===== config.mk =====
export PLATFORM = sky130hd
export DESIGN_NAME = ring_stop
export DESIGN_NICKNAME = d
export VERILOG_FILES = /design/src/rtl/ring_stop.sv
export SDC_FILE = /design/constraint.sdc
export NUM_CORES = 1
export LEC_CHECK = 0
export ABC_CLOCK_PERIOD_IN_PS = 15000
export BUFFER_PORTS_ARGS = -buffer_cell sky130_fd_sc_hd__clkbuf_2
export CAP_MARGIN = 0
export CORE_ASPECT_RATIO = 1.75
export CORE_MARGIN = 1
export CORE_UTILIZATION = 48
export CTS_CLUSTER_DIAMETER = 100
export DETAILED_ROUTE_END_ITERATION = 12
export PLACE_DENSITY_LB_ADDON = 0.1
export SLEW_MARGIN = 10
export SYNTH_ARGS = -nofsm -noshare
export SYNTH_HDL_FRONTEND = slang
export SYNTH_SLANG_ARGS = --single-unit

===== constraint.sdc =====
create_clock -name clk -period 15 [get_ports clk]
set_clock_uncertainty 0.15 [all_clocks]
set_input_delay 1.5 -clock clk [delete_from_list [all_inputs] [get_ports clk]]
set_output_delay 1.5 -clock clk [all_outputs]
set_load 0.05 [all_outputs]

===== src/rtl/ring_stop.sv =====
// One stop on a unidirectional packet ring: forwards transit traffic, ejects packets
// addressed to this node, and injects local PE packets from a small FIFO into free slots.
module ring_stop #(
    parameter int NODE_ID       = 0,
    parameter int NUM_NODES     = 64,
    parameter int NODE_ID_WIDTH = 6,
    parameter int PAYLOAD_WIDTH = 103,
    parameter int INJ_DEPTH     = 4
) (
    input  logic                                   clk,
    input  logic                                   rst,
    input  logic [NODE_ID_WIDTH+PAYLOAD_WIDTH-1:0] pe_pkt,
    input  logic                                   pe_valid,
    output logic                                   pe_ready,
    input  logic [NODE_ID_WIDTH+PAYLOAD_WIDTH-1:0] ring_in_pkt,
    input  logic                                   ring_in_valid,
    output logic [NODE_ID_WIDTH+PAYLOAD_WIDTH-1:0] ring_out_pkt,
    output logic                                   ring_out_valid,
    output logic [PAYLOAD_WIDTH-1:0]               eject_data,
    output logic                                   eject_valid,
    output logic                                   inj_empty
);

    localparam int PKT_W = NODE_ID_WIDTH + PAYLOAD_WIDTH;
    localparam int PTR_W = (INJ_DEPTH > 1) ? $clog2(INJ_DEPTH) : 1;
    localparam int OCC_W = PTR_W + 1;
    localparam logic [NODE_ID_WIDTH-1:0] LOCAL_ID = NODE_ID_WIDTH'(NODE_ID);

    logic [PKT_W-1:0]         mem_q [INJ_DEPTH];
    logic [PTR_W-1:0]         wr_ptr_q, wr_ptr_d;
    logic [PTR_W-1:0]         rd_ptr_q, rd_ptr_d;
    logic [OCC_W-1:0]         occ_q, occ_d;
    logic                     ring_out_valid_q, ring_out_valid_d;
    logic                     eject_valid_q, eject_valid_d;
    logic [PKT_W-1:0]         ring_out_pkt_q;
    logic [PAYLOAD_WIDTH-1:0] eject_data_q;

    logic             push, pop, fifo_empty, head_valid;
    logic [PKT_W-1:0] head_pkt;
    logic             ring_eject, ring_fwd, head_local, head_fwd, head_loop;

    assign fifo_empty = (occ_q == '0);
    assign pe_ready   = (occ_q < OCC_W'(INJ_DEPTH));
    assign inj_empty  = fifo_empty;
    assign push       = pe_valid & pe_ready;

    // An empty FIFO is bypassed so a fresh push can leave on the very next edge.
    assign head_valid = ~fifo_empty | push;
    assign head_pkt   = fifo_empty ? pe_pkt : mem_q[rd_ptr_q];

    always_comb begin
        ring_eject = ring_in_valid & (ring_in_pkt[PKT_W-1:PAYLOAD_WIDTH] == LOCAL_ID);
        ring_fwd   = ring_in_valid & ~ring_eject;
        head_local = (head_pkt[PKT_W-1:PAYLOAD_WIDTH] == LOCAL_ID);
        head_fwd   = head_valid & ~ring_fwd & ~head_local;
        head_loop  = head_valid & ~ring_fwd & head_local & ~ring_eject;
        pop        = head_fwd | head_loop;

        ring_out_valid_d = ring_fwd | head_fwd;
        eject_valid_d    = ring_eject | head_loop;

        wr_ptr_d = push ? wr_ptr_q + PTR_W'(1) : wr_ptr_q;
        rd_ptr_d = pop  ? rd_ptr_q + PTR_W'(1) : rd_ptr_q;
        occ_d    = occ_q;
        if (push && !pop) begin
            occ_d = occ_q + OCC_W'(1);
        end else if (pop && !push) begin
            occ_d = occ_q - OCC_W'(1);
        end
    end

    always_ff @(posedge clk) begin
        if (rst) begin
            wr_ptr_q         <= '0;
            rd_ptr_q         <= '0;
            occ_q            <= '0;
            ring_out_valid_q <= 1'b0;
            eject_valid_q    <= 1'b0;
        end else begin
            wr_ptr_q         <= wr_ptr_d;
            rd_ptr_q         <= rd_ptr_d;
            occ_q            <= occ_d;
            ring_out_valid_q <= ring_out_valid_d;
            eject_valid_q    <= eject_valid_d;
        end
    end

    // Storage and data registers are not reset; they only load on a grant.
    always_ff @(posedge clk) begin
        if (!rst) begin
            if (push) begin
                mem_q[wr_ptr_q] <= pe_pkt;
            end
            if (ring_fwd) begin
                ring_out_pkt_q <= ring_in_pkt;
            end else if (head_fwd) begin
                ring_out_pkt_q <= head_pkt;
            end
            if (ring_eject) begin
                eject_data_q <= ring_in_pkt[PAYLOAD_WIDTH-1:0];
            end else if (head_loop) begin
                eject_data_q <= head_pkt[PAYLOAD_WIDTH-1:0];
            end
        end
    end

    assign ring_out_pkt   = ring_out_pkt_q;
    assign ring_out_valid = ring_out_valid_q;
    assign eject_data     = eject_data_q;
    assign eject_valid    = eject_valid_q;

endmodule


==> results.py, run 1 <==
metrics = {
    "outcome": {
        "outcome": "complete, no violations",
    },
    "die": {
        "die_h_um": 309,
        "start_util": 0.486,
        "fp.dieW_um": 178,
        "coreArea_um2": 53400,
        "die_area_um2": 55000,
        "floorplan.rows": 112,
        "ios": 438,
    },
    "drt": {
        "routed_wl_um": 59000,
        "vias": 14500,
        "drt_pass1_iterations": 5,
        "via_per_inst": 5.52,
        "avgRoutedWirePerCell_um": 22.5,
        "first_iter_violations": 852,
        "route.detailed.drc": 0,
        "ant_nets": 0,
    },
    "timing": {
        "slew_violations": 0,
        "worst_pin_slew_ns": 1.06,
        "setup_viol": 0,
        "fin_setup_tns_ns": 0,
        "whs_ns": 0.384,
        "hold_viol": 0,
        "max_freq_ghz": 0.214,
        "period_needed_ns": 4.67,
        "rsz0062_at_grt": "false",
        "post-route-period-util": 0.311,
        "layout_setup_ws_ns": 10.33,
        "slew_headroom": 0.294,
    },
    "global_routing": {
        "grt_pass1_wl_um": 87900,
        "grtUsageTotal": 0.215,
        "grt_max_degree": 89,
        "grt_pass1_vias": 14900,
        "grt-ovfl-total": 0,
        "antenna_found_initial": 14,
    },
    "setup_path": {
        "critPathMostFrequentCell": "buf_4",
        "cp.arrival_ns": 4.74,
        "cpMaxStageDelayCell": "buf_4",
        "path_class": "reg2reg",
        "cp_max_fo": 54,
        "crit_chain": "buf_4 > mux4_2 > or4_4 > nand2_1 > nand3b_1 > a21oi_4 > buf_4",
        "slowest_delay_ns": 0.78,
        "cp_data_required_time_ns": 15.07,
        "start_kind": "flop",
        "cp-end-kind": "flop",
    },
    "layout": {
        "syn_to_final_growth_pct": 18.4,
        "final_common_cell": "edfxtp_1",
        "post_layout_nonfiller_instances": 2628,
        "final_area_um2": 30700,
        "nets": 2117,
        "drive_gt1_frac": 0.346,
        "fin_util": 0.575,
        "layout_common_cells": "edfxtp_1 (648), clkbuf_2 (437), nor2_1 (219)",
    },
    "clock_tree": {
        "numCtsBuffers": 58,
        "htree_levels": 2,
        "cts_hold_buf": 0,
        "clock_latency_ns": 0.61,
        "clockRootBuffer": "clkbuf_16",
        "cts_resized": 0,
        "cts_tree": "done",
        "cts.reportedPaths.clkPinSlew_ns": 0.06,
        "cts.path.max_buffers": 3,
        "cts_setup_buffers": 0,
        "cts.sinks": 659,
    },
    "synthesis": {
        "synth_area_um2": 25900,
        "syn_avg_cell_area_um2": 17.8,
        "netlist_instances": 1459,
        "synth-seq-cells": 659,
        "ys_warn_count": 0,
        "synth-main-ff-cell": "edfxtp_1",
        "synth_seq_area_share": 0.759,
        "synthArstFlopShare": 0,
        "synth_edf_count": 648,
        "ys_types": 35,
        "syn-num-nets": 1687,
    },
    "place": {
        "dpl_worst_slack_ns": 10.23,
        "portBuffers": 437,
        "gp_congestion": 0.779,
        "dpl_cell_area_um2": 28800,
        "dp.cells": 2513,
        "place_hpwl_um": 37500,
    },
    "pwr": {
        "max-vdd-ir-drop_mv": 0.104,
        "finalPower_mw": 5.16,
        "leakagePower_nw": 11.0,
        "power.density_nw_per_um2": 168,
    },
    "worst_hold_path": {
        "hold_path_class": "reg2reg",
        "min-delay-start": "occ_q[2]$_SDFFE_PP0P_",
    },
    "job": {
        "maxCapViolCount": 0,
    },
}
[path summary, 6_finish.rpt]
kind / endpoint / slack (ns) / cells past startpoint
max reg2reg: eject_data[75]$_DFFE_PP_ / 10.33 / 7
min reg2reg: occ_q[2]$_SDFFE_PP0P_ / 0.38 / 2
max: eject_data[75]$_DFFE_PP_ / 10.33 / 7
min: occ_q[2]$_SDFFE_PP0P_ / 0.38 / 2
[logic make-up (layout without fill, tap and decap cells)]
group | after synthesis | count (layout) | synth area share
AOI/OAI and AO/OA | 225 | 225 | 0.0441
and+or+nand+nor | 257 | 257 | 0.0400
DFF | 659 | 659 | 0.759
xor gates and xnor gates | 3 | 3 | 0.00101
adders and majority gates | 6 | 6 | 0.00319
buffers and inverters | 90 | 567 | 0.0148
muxes | 219 | 219 | 0.138
other | 0 | 8 | 0
[power by group]
part           internal (mW)  leakage (nW)  switching (mW)
sequential              2.28          6.01          0.0660
clock                  0.822         0.914           0.652
combinational          0.456          4.10           0.887
total                   3.56          11.0            1.61
[cell type report]
cell class | count | area (um2)
fill | 4183 | 22700
sequential | 659 | 19700
multi-input combinational | 710 | 5920
timing repair buffer | 455 | 2320
clock buffer | 67 | 1550
tap | 684 | 856
clock inverter | 40 | 315
antenna | 8 | 20.0
inverter | 5 | 18.8
[state kept, by name, indices dropped and copies added, names as in the netlist, named ones only]
register	flops
eject_valid	1
ring_out_valid	1
ring_out_pkt	109
mem_q	436
occ_q	3
wr_ptr_q	2
rd_ptr_q	2
eject_data	103
[layer usage]
layer  global-route usage  part of all wire  vias to the layer above
met1                0.260              0.39                     7312
met3               0.0451             0.063                      101
met2                0.378              0.52                      494
met5                    0            0.0011                        -
met4               0.0817             0.032                       10
li1                     -                 -                     6590
[critical path: cells and delay by family (launching register included)]
family	cells	cell delay [ns]
AO/OA/AOI/OAI	1	0.25
buffers and inverters	2	1.43
flip-flops	1	0.76
multiplexers	1	0.61
AND/OR/NAND/NOR	3	0.90
[cells in the mapped netlist (3+ instances only)]
cell | n | area (um2)
and2_1 | 4 | 25.0
mux2i_1 | 106 | 1060
mux2_1 | 3 | 33.8
or2_2 | 4 | 25.0
ha_1 | 5 | 62.6
inv_1 | 4 | 15.0
nor2b_1 | 5 | 31.3
edfxtp_1 | 648 | 19500
a31oi_1 | 8 | 50.1
mux4_2 | 110 | 2480
a21oi_1 | 210 | 1050
o21ai_0 | 4 | 20.0
buf_2 | 30 | 150
buf_1 | 10 | 37.5
dfxtp_1 | 11 | 220
nand2_1 | 15 | 56.3
nor2_1 | 219 | 822
clkbuf_1 | 44 | 165
(Power assumes the default switching activity.)
==> run 2: changes to the inputs <==
--- a/config.mk
+++ b/config.mk
@@ -5,7 +5,8 @@
 export SDC_FILE = /design/constraint.sdc
 export NUM_CORES = 1
 export LEC_CHECK = 0
-export ABC_CLOCK_PERIOD_IN_PS = 15000
+export ABC_AREA = 1
+export ABC_CLOCK_PERIOD_IN_PS = 4400
 export BUFFER_PORTS_ARGS = -buffer_cell sky130_fd_sc_hd__clkbuf_2
 export CAP_MARGIN = 0
 export CORE_ASPECT_RATIO = 1.75
==> constraint.sdc (replaced) <==
create_clock -name clk -period 4.4 [get_ports clk]
set_clock_uncertainty 0.15 [all_clocks]
set_input_delay 0.44 -clock clk [delete_from_list [all_inputs] [get_ports clk]]
set_output_delay 0.44 -clock clk [all_outputs]
set_load 0.05 [all_outputs]
==> run 2 against run 1 <==
  * Critical path type unchanged
  * Fmax up 35%
  * Clock power rose to 3.4 times the previous value
  * Largest power group unchanged
  * Register-to-register slack worse by 9.4 ns
  * Combinational power rose to 3.4 times the previous value
==> results.py, run 2 <==
metrics = {
    "drt": {
        "route.detailed.drc": 0,
        "ant_nets": 0,
        "first_iter_violations": 1330,
        "drt_pass1_iterations": 5,
        "avgRoutedWirePerCell_um": 20.3,
        "vias": 18400,
        "routed_wl_um": 67700,
        "via_per_inst": 5.52,
    },
    "clock_tree": {
        "cts.sinks": 659,
        "clockRootBuffer": "clkbuf_16",
        "clock_latency_ns": 0.61,
        "cts.path.max_buffers": 3,
        "cts_resized": 0,
        "htree_levels": 2,
        "numCtsBuffers": 60,
        "cts_tree": "done",
        "cts.reportedPaths.clkPinSlew_ns": 0.07,
    },
    "global_routing": {
        "use_met3": 0.0448,
        "antenna_found_initial": 10,
        "met1_usage": 0.298,
        "grtUsageTotal": 0.243,
        "grt_max_degree": 207,
        "grt_pass1_wl_um": 103000,
        "grt-ovfl-total": 0,
        "grt_pass1_vias": 18600,
        "grt.busiest_layer": "met2",
        "use_met2": 0.428,
    },
    "layout": {
        "final_area_um2": 32900,
        "layout_common_cells": "edfxtp_1 (648), o21ai_0 (468), clkbuf_2 (437)",
        "nets": 2820,
        "largest_reg_flops": 436,
        "drive_gt1_frac": 0.216,
        "final_common_cell": "edfxtp_1",
        "syn_to_final_growth_pct": 26.0,
        "fin_util": 0.614,
        "regMostFlops": "mem_q",
    },
    "timing": {
        "layout_setup_ws_ns": 0.936,
        "slew_headroom": 0.186,
        "whs_ns": 0.0237,
        "period_needed_ns": 3.46,
        "rsz0062_at_grt": "false",
        "hold_viol": 0,
        "worst_pin_slew_ns": 1.22,
        "post-route-period-util": 0.787,
        "slew_violations": 0,
        "setup_viol": 0,
        "max_freq_ghz": 0.289,
    },
    "setup_path": {
        "critPathMostFrequentCell": "nand3_1",
        "cp.arrival_ns": 3.61,
        "cpMaxStageDelayCell": "dfxtp_4",
        "path_class": "reg2reg",
        "r2r_slack_ns": 0.94,
        "cp_data_required_time_ns": 4.55,
        "reg2reg_depth": 9,
        "cp-end-kind": "flop",
        "critPathCapture": "eject_data[51]$_DFFE_PP_",
        "slowest_delay_ns": 0.76,
        "cp_max_fo": 57,
        "start_kind": "flop",
        "cp.depth": 9,
        "r2r-end": "eject_data[51]$_DFFE_PP_",
        "critical-path-top-delay-family": "simple AND/OR/NAND/NOR gates",
        "crit_chain": "inv_4 > nand3_1 > nand3_1 > nand2_1 > nand2_2 > nor2_4 > nand3_1 > a21oi_4 > buf_12",
        "cp.buffers_inverters": 2,
    },
    "place": {
        "dpl_worst_slack_ns": 0.899,
        "dpl_cell_area_um2": 28900,
        "place_hpwl_um": 40500,
        "gp_congestion": 0.793,
        "portBuffers": 437,
    },
    "die": {
        "fp.dieW_um": 178,
        "die_area_um2": 55300,
        "ios": 438,
        "die_h_um": 310,
        "coreArea_um2": 53500,
        "start_util": 0.487,
        "floorplan.rows": 112,
    },
    "outcome": {
        "outcome": "complete, no violations",
    },
    "synthesis": {
        "syn_avg_cell_area_um2": 13.1,
        "post-synth-top-count-cell": "edfxtp_1",
        "synth.top_cell.area_share": 0.746,
        "synth_area_um2": 26100,
        "synth-main-ff-cell": "edfxtp_1",
        "ys_warn_count": 0,
        "netlist_instances": 1991,
        "synth_seq_area_share": 0.754,
        "ys_top_cells_by_count": "edfxtp_1 (648), o21ai_0 (468), nand2_1 (254)",
        "synth-seq-cells": 659,
        "ys_types": 27,
        "syn-num-nets": 2219,
        "synthArstFlopShare": 0,
        "synth_edf_count": 648,
        "synthTopCellsByArea": "edfxtp_1 (75%), o21ai_0 (9.0%), nand2_1 (3.7%)",
        "yosysTopAreaCell": "edfxtp_1",
    },
    "pwr": {
        "leakagePower_nw": 11.7,
        "finalPower_mw": 17.6,
        "max-vdd-ir-drop_mv": 0.436,
        "power.density_nw_per_um2": 535,
    },
    "job": {
        "maxCapViolCount": 0,
    },
    "worst_hold_path": {
        "hold_path_class": "in2reg",
    },
}
run 2: worst min-delay path by stage:
stage,from,endpoint,slack (ns),depth (start not counted)
after floorplan,occ_q[1]$_SDFFE_PP0P_,occ_q[1]$_SDFFE_PP0P_,0.31,2
after global placement,occ_q[1]$_SDFFE_PP0P_,occ_q[1]$_SDFFE_PP0P_,0.32,2
after detailed placement,occ_q[1]$_SDFFE_PP0P_,occ_q[1]$_SDFFE_PP0P_,0.35,2
after CTS,ring_in_pkt[65],ring_out_pkt[65]$_DFFE_PP_,0.003,3
after global routing,ring_in_pkt[62],ring_out_pkt[62]$_DFFE_PP_,0.03,3
final,ring_in_pkt[65],ring_out_pkt[65]$_DFFE_PP_,0.02,3
run 2: kinds of logic after synthesis:
| logic type | after synthesis | synth area share |
|---|---|---|
| buffers and inverters | 176 | 0.0289 |
| DFF | 659 | 0.754 |
| adders and majority gates | 6 | 0.00316 |
| AOI/OAI and AO/OA | 642 | 0.138 |
| and+or+nand+nor | 506 | 0.0750 |
| xor gates and xnor gates | 2 | 0.000671 |
run 2: cell type report:
cell class	instances	area [um2]
repair buffers	678	4590
clock buffers	80	1600
clock inverters	31	260
inverters	37	151
diodes	5	12.5
flip-flops and latches	659	19700
fillers	4258	20600
multi-input cells	1156	5730
well taps	684	856
run 2: what timing repair did:
| action | 4_1_cts | 5_1_grt |
|---|---|---|
| setup buffers | 0 | 0 |
| hold buffers | 211 | 0 |
| endpoints found under the hold margin | 630 | 0 |
run 2: stage by stage:
| step | setup TNS (ns) | cells |
|---|---|---|
| 2_1_floorplan | -929.95 | 1991 |
| 3_3_place_gp | 0 | 3003 |
| 3_5_place_dp | 0 | 3003 |
| 4_1_cts | 0 | 3325 |
| 5_1_grt | 0 | 3330 |
| 6_report | 0 | 3330 |
run 2: power breakdown:
group / switching [mW] / internal (mW)
clock: 2.25 / 2.78
combinational: 3.37 / 1.25
sequential: 0.176 / 7.76
run 2: tightest hold or removal path, cell delays in order:
cell      delay (ns)
clkbuf_2        0.11
nand2_1         0.05
o21ai_0         0.07
run 2: per-layer routing:
metal  wire (um)  vias up
met4        1960       10
met3        4300      127
met1       26900     9003
met5          67        -
met2       34500      625
li1            -     8608
